===== src/rtl/traffic_pkg.sv =====
// Shared phase encodings and field widths for the traffic-light controller and display decoder.
// Latency: n/a (constants and a pure function).
// Backpressure: n/a.
package traffic_pkg;

    localparam int STATE_W = 2;
    localparam int COUNT_W = 4;
    localparam int ROW_W   = 3;

    localparam logic [STATE_W-1:0] ST_GO   = 2'd0;
    localparam logic [STATE_W-1:0] ST_WARN = 2'd1;
    localparam logic [STATE_W-1:0] ST_STOP = 2'd2;

    function automatic logic [STATE_W-1:0] next_phase(input logic [STATE_W-1:0] cur);
        case (cur)
            ST_GO:   next_phase = ST_WARN;
            ST_WARN: next_phase = ST_STOP;
            default: next_phase = ST_GO;
        endcase
    endfunction

endpackage


===== src/rtl/traffic_light_ctrl_tick_gen.sv =====
// Free-running divider emitting a one-cycle tick every DIV clocks.
// Latency: tick is combinational from the counter; first tick DIV cycles after reset.
// Backpressure: none, never stalls.
module tick_gen #(
    parameter int DIV = 2
) (
    input  logic clk,
    input  logic rst,
    output logic tick
);

    localparam int W = $clog2(DIV);

    logic [W-1:0] cnt;

    assign tick = (cnt == W'(DIV - 1));

    always_ff @(posedge clk or posedge rst) begin
        if (rst) begin
            cnt <= '0;
        end else if (tick) begin
            cnt <= '0;
        end else begin
            cnt <= cnt + 1'b1;
        end
    end

endmodule


===== src/rtl/traffic_light_ctrl.sv =====
// Light-phase FSM with per-phase seconds countdown, dot-matrix row scan and pedestrian latch.
// Latency: all outputs registered, change one cycle after the triggering tick or edge.
// Backpressure: none; pause freezes phase/countdown only, scan keeps running.
module traffic_light_ctrl
    import traffic_pkg::*;
#(
    parameter int           SEC_DIV  = 50_000_000,
    parameter int           SCAN_DIV = 50_000,
    parameter logic [3:0]   T_GO     = 4'd9,
    parameter logic [3:0]   T_WARN   = 4'd3,
    parameter logic [3:0]   T_STOP   = 4'd12,
    parameter logic [3:0]   T_PED    = 4'd2
) (
    input  logic               clk,
    input  logic               rst,
    input  logic               pause,
    input  logic               ped_req,
    output logic [STATE_W-1:0] state,
    output logic [COUNT_W-1:0] count_down,
    output logic [ROW_W-1:0]   row_cnt,
    output logic               ped_pend
);

    logic sec_tick;
    logic scan_tick;
    logic ped_q;

    tick_gen #(.DIV(SEC_DIV)) u_sec_tick (
        .clk  (clk),
        .rst  (rst),
        .tick (sec_tick)
    );

    tick_gen #(.DIV(SCAN_DIV)) u_scan_tick (
        .clk  (clk),
        .rst  (rst),
        .tick (scan_tick)
    );

    always_ff @(posedge clk or posedge rst) begin
        if (rst) begin
            state      <= ST_STOP;
            count_down <= T_STOP;
            row_cnt    <= '0;
            ped_pend   <= 1'b0;
            ped_q      <= 1'b0;
        end else begin
            ped_q <= ped_req;

            if (scan_tick) begin
                row_cnt <= row_cnt + 1'b1;
            end

            // A pending request is consumed on any STOP cycle, capped or not.
            if (ped_pend && state == ST_STOP) begin
                ped_pend <= 1'b0;
            end else if (ped_req && !ped_q) begin
                ped_pend <= 1'b1;
            end

            if (state > ST_STOP) begin
                state      <= ST_STOP;
                count_down <= T_STOP;
            end else if (ped_pend && state == ST_STOP && count_down > T_PED) begin
                count_down <= T_PED;
            end else if (sec_tick && !pause) begin
                if (count_down != '0) begin
                    count_down <= count_down - 1'b1;
                end else begin
                    state <= next_phase(state);
                    case (state)
                        ST_GO:   count_down <= T_WARN;
                        ST_WARN: count_down <= T_STOP;
                        default: count_down <= T_GO;
                    endcase
                end
            end
        end
    end

endmodule


===== config.mk =====
export PLATFORM = sky130hd
export DESIGN_NAME = traffic_light_ctrl
export DESIGN_NICKNAME = d
export VERILOG_FILES = /design/src/rtl/traffic_pkg.sv /design/src/rtl/traffic_light_ctrl_tick_gen.sv /design/src/rtl/traffic_light_ctrl.sv
export SDC_FILE = /design/constraint.sdc
export NUM_CORES = 1
export LEC_CHECK = 0
export ABC_AREA = 1
export ABC_CLOCK_PERIOD_IN_PS = 2200
export CELL_PAD_IN_SITES_DETAIL_PLACEMENT = 0
export CELL_PAD_IN_SITES_GLOBAL_PLACEMENT = 2
export CORE_ASPECT_RATIO = 0.8
export CORE_MARGIN = 5
export CORE_UTILIZATION = 25
export DETAILED_ROUTE_END_ITERATION = 12
export GPL_ROUTABILITY_DRIVEN = 1
export PLACE_DENSITY = 0.59
export SYNTH_ARGS = -nofsm -noshare
export SYNTH_HDL_FRONTEND = slang
export SYNTH_HIERARCHICAL = 1
export SYNTH_SLANG_ARGS = --single-unit

===== constraint.sdc =====
create_clock -name clk -period 2.2 [get_ports clk]
set_input_delay 0.22 -clock clk [delete_from_list [all_inputs] [get_ports clk]]
set_output_delay 0.22 -clock clk [all_outputs]
set_load 0.02 [all_outputs]

==> results.md <==
- Most frequent cells in the layout: nand2_1, nor2_1, inv_1
- Synth-to-Final Area Change: 17.0%
- Maximum number of pins on one net before global-route repair: 27
- Number of CTS-inserted buffers: 5
- Ratio of final minimum period to clock period: 88.0%
- Final Slew Violations: 0
- Final-report hold violation count: 0
- Crit Reg-Reg Startpoint: u_sec_tick/cnt[0]
- Max Clock Freq: 517 MHz
- Max cap viols: 0
- Worst setup path start: u_sec_tick/cnt[0]
- Async SR Flop Fraction: 100%
- Clock latency on the worst-skew pair: 0.30 ns
- Most common cell after layout, fill and taps aside: nand2_1
- Status: completed
- Startpoint-to-endpoint class of the critical path: flip-flop to flip-flop
- Final RePlAce weighted congestion: 0.745
- Worst-Margin Slew: 0.682 ns
- Class of the tightest hold or removal check: primary input to async pin
- Fin nets: 444
- Final design instance area without fill: 3640 µm²
- Maximum fanout along the worst path: 5
- Post-layout utilization of the core: 29.8%
- Flops & latches, synth: 53
- Die outline height: 110 µm
- Final clock skew: 0.00745 ns
- Resized cells post-CTS: 0
- Leakage power total: 1.70 nW
- Sequential element share of the synthesized area: 42.7%
- Number of buffers inserted for hold repair after clock tree synthesis: 0
- Crit. End Element: flip-flop
- Buffer depth of the longest clock path: 2
- Average wire length per cell after detail routing: 12.1 µm
- Mean instance size in the synthesized netlist: 7.52 µm²
- Diode count: 0
- Number of warnings printed during yosys synthesis: 6
- Via total after detailed routing: 2493
- Clock slew seen by the registers of the worst setup and hold paths: 0.07 ns
- Count of clock tree sinks: 53
- Min cycle time layout: 1.94 ns
- Global-route wire length before repair: 12300 µm
- Post-Route Setup TNS: 0 ns
- Worst Path Required: 2.44 ns
- CTS Root Cell: clkbuf_16
- Postcts setup bufs: 0
- Total global-route track usage: 10.7%
- HPWL after detailed placement: 5610 µm
- Count of input and output buffers: 13
- Power per Cell Area: 559 nW/µm²
- Area of the die: 14800 µm²
- Placed inst area: 3450 µm²
- Crit start category: flip-flop
- Count of endpoints failing setup in the final report: 0
- Gr ovfl total: 0
- Post-route ant nets: 0
- Number of different library cells in the post-synthesis netlist: 33
- Core Region: 12200 µm²
- Final wirelength: 7300 µm
- Via count of the first global-routing pass: 2395
- RSZ-0062 raised after global routing: false
- Highest ir drop seen on vdd: 377 µV
- Synth Flop Type: dfrtp_1
- Relative slew margins: 54.5%
- Data arrival time of the critical path: 2.17 ns
- First-pass detailed-route iteration total: 4
- Starting density of the core: 25.5%
- H-Tree Level Count: 2
- Synthesized Nets: 424
- Initial antenna violation count: 0
- Number of violations reported at the end of detailed-routing iteration 0: 127
- Number of flops mapped to enable cells by yosys: 0
- DRC Markers: 0
- Width of the die: 135 µm
- Cell Rows: 36
- Via density per instance: 4.11
- Fraction of final layout cells with drive strength greater than 1: 12.6%
- I/O pin total: 14
- Clock tree from TritonCTS: built
- Netlist area before placement: 3110 µm²
- Gate count after technology mapping: 414
[per-layer routing]
metal | wire length, µm | GRT usage [%] | vias to the layer above
met1 | 4050 | 15.7 | 1128
met4 | 80 | 3.27 | 0
met3 | 282 | 2.61 | 7
met5 | 0 | 0 | -
met2 | 2900 | 15.3 | 33
li1 | - | - | 1325
[cell type report]
| cell class | count | area, µm² |
|---|---|---|
| Clock inverter | 3 | 65.1 |
| Inverter | 57 | 214 |
| Tap cell | 171 | 214 |
| Fill cell | 1320 | 8560 |
| Clock buffer | 5 | 125 |
| Timing Repair Buffer | 14 | 138 |
| Sequential cell | 53 | 1330 |
| Multi-Input combinational cell | 303 | 1560 |
[flip-flops by register name (all words and copies together) (netlist names)]
signal and cells:
u_scan_tick/cnt 16, u_sec_tick/cnt 26, state 2, ped_q 1, row_cnt 3, ped_pend 1, count_down 4
[kinds of logic after synthesis]
logic type               count (synthesis)  synth area share, %
adder cells (fa/ha/maj)                  6                 2.41
buffers and inverters                   58                 7.24
flip-flops                              53                 42.7
XOR/XNOR                                19                 5.35
AO/OA/AOI/OAI                           25                 4.54
multiplexers                             1                0.362
AND/OR/NAND/NOR                        252                 37.4
[power breakdown]
group | switching, mW | internal (mW) | total (mW) | leakage, nW
clock | 0.382 | 0.651 | 1.03 | 0.0938
sequential | 0.000246 | 0.975 | 0.975 | 0.694
combinational | 0.0223 | 0.00688 | 0.0292 | 0.914
total | 0.404 | 1.63 | 2.04 | 1.70
[metrics by stage]
step	instances	hold WS [ns]	total power [mW]	setup slack (ns)
after floorplan	414	0.0703	1.01	0.592
after global placement	598	0.484	1.03	0.354
after detailed placement	598	0.494	1.03	0.264
after CTS	606	0.317	2.08	0.245
after global routing	606	0.368	2.11	0.0967
final	606	0.286	2.04	0.265
[critical path, cell delays in order (launching register included)]
cell	delay (ns)
dfrtp_1	0.43
ha_1	0.19
nand3_2	0.09
nor2_2	0.15
nand2_1	0.08
nor3_1	0.35
nand2_2	0.16
o21ai_2	0.20
nand2_1	0.08
o21ai_1	0.12
[worst paths after layout]
check / end / slack [ns] / depth (start not counted)
worst max-delay path: state[1] / 0.26 / 9
worst min-delay path: row_cnt[2] / 0.29 / 2
worst max register to register: state[1] / 0.26 / 9
worst min register to register: u_scan_tick/cnt[0] / 0.50 / 1
max in group asynchronous: u_scan_tick/cnt[12] / 1.36 / 2
min in group clk: ped_q / 0.38 / 1
[Yosys cell counts, types with 5 or more instances]
| cell type | instances | area, µm² |
|---|---|---|
| a21oi_1 | 11 | 55.1 |
| nor2_4 | 5 | 56.3 |
| dfrtp_1 | 50 | 1250 |
| nand2_1 | 109 | 409 |
| xor2_1 | 17 | 149 |
| nor2_1 | 71 | 267 |
| inv_1 | 52 | 195 |
| ha_1 | 6 | 75.1 |
| nand3_1 | 20 | 100 |
| nor2_2 | 11 | 68.8 |
| nand4_1 | 7 | 43.8 |
| nand2_2 | 14 | 87.6 |
Note: power is estimated with default switching activity, not from simulation.
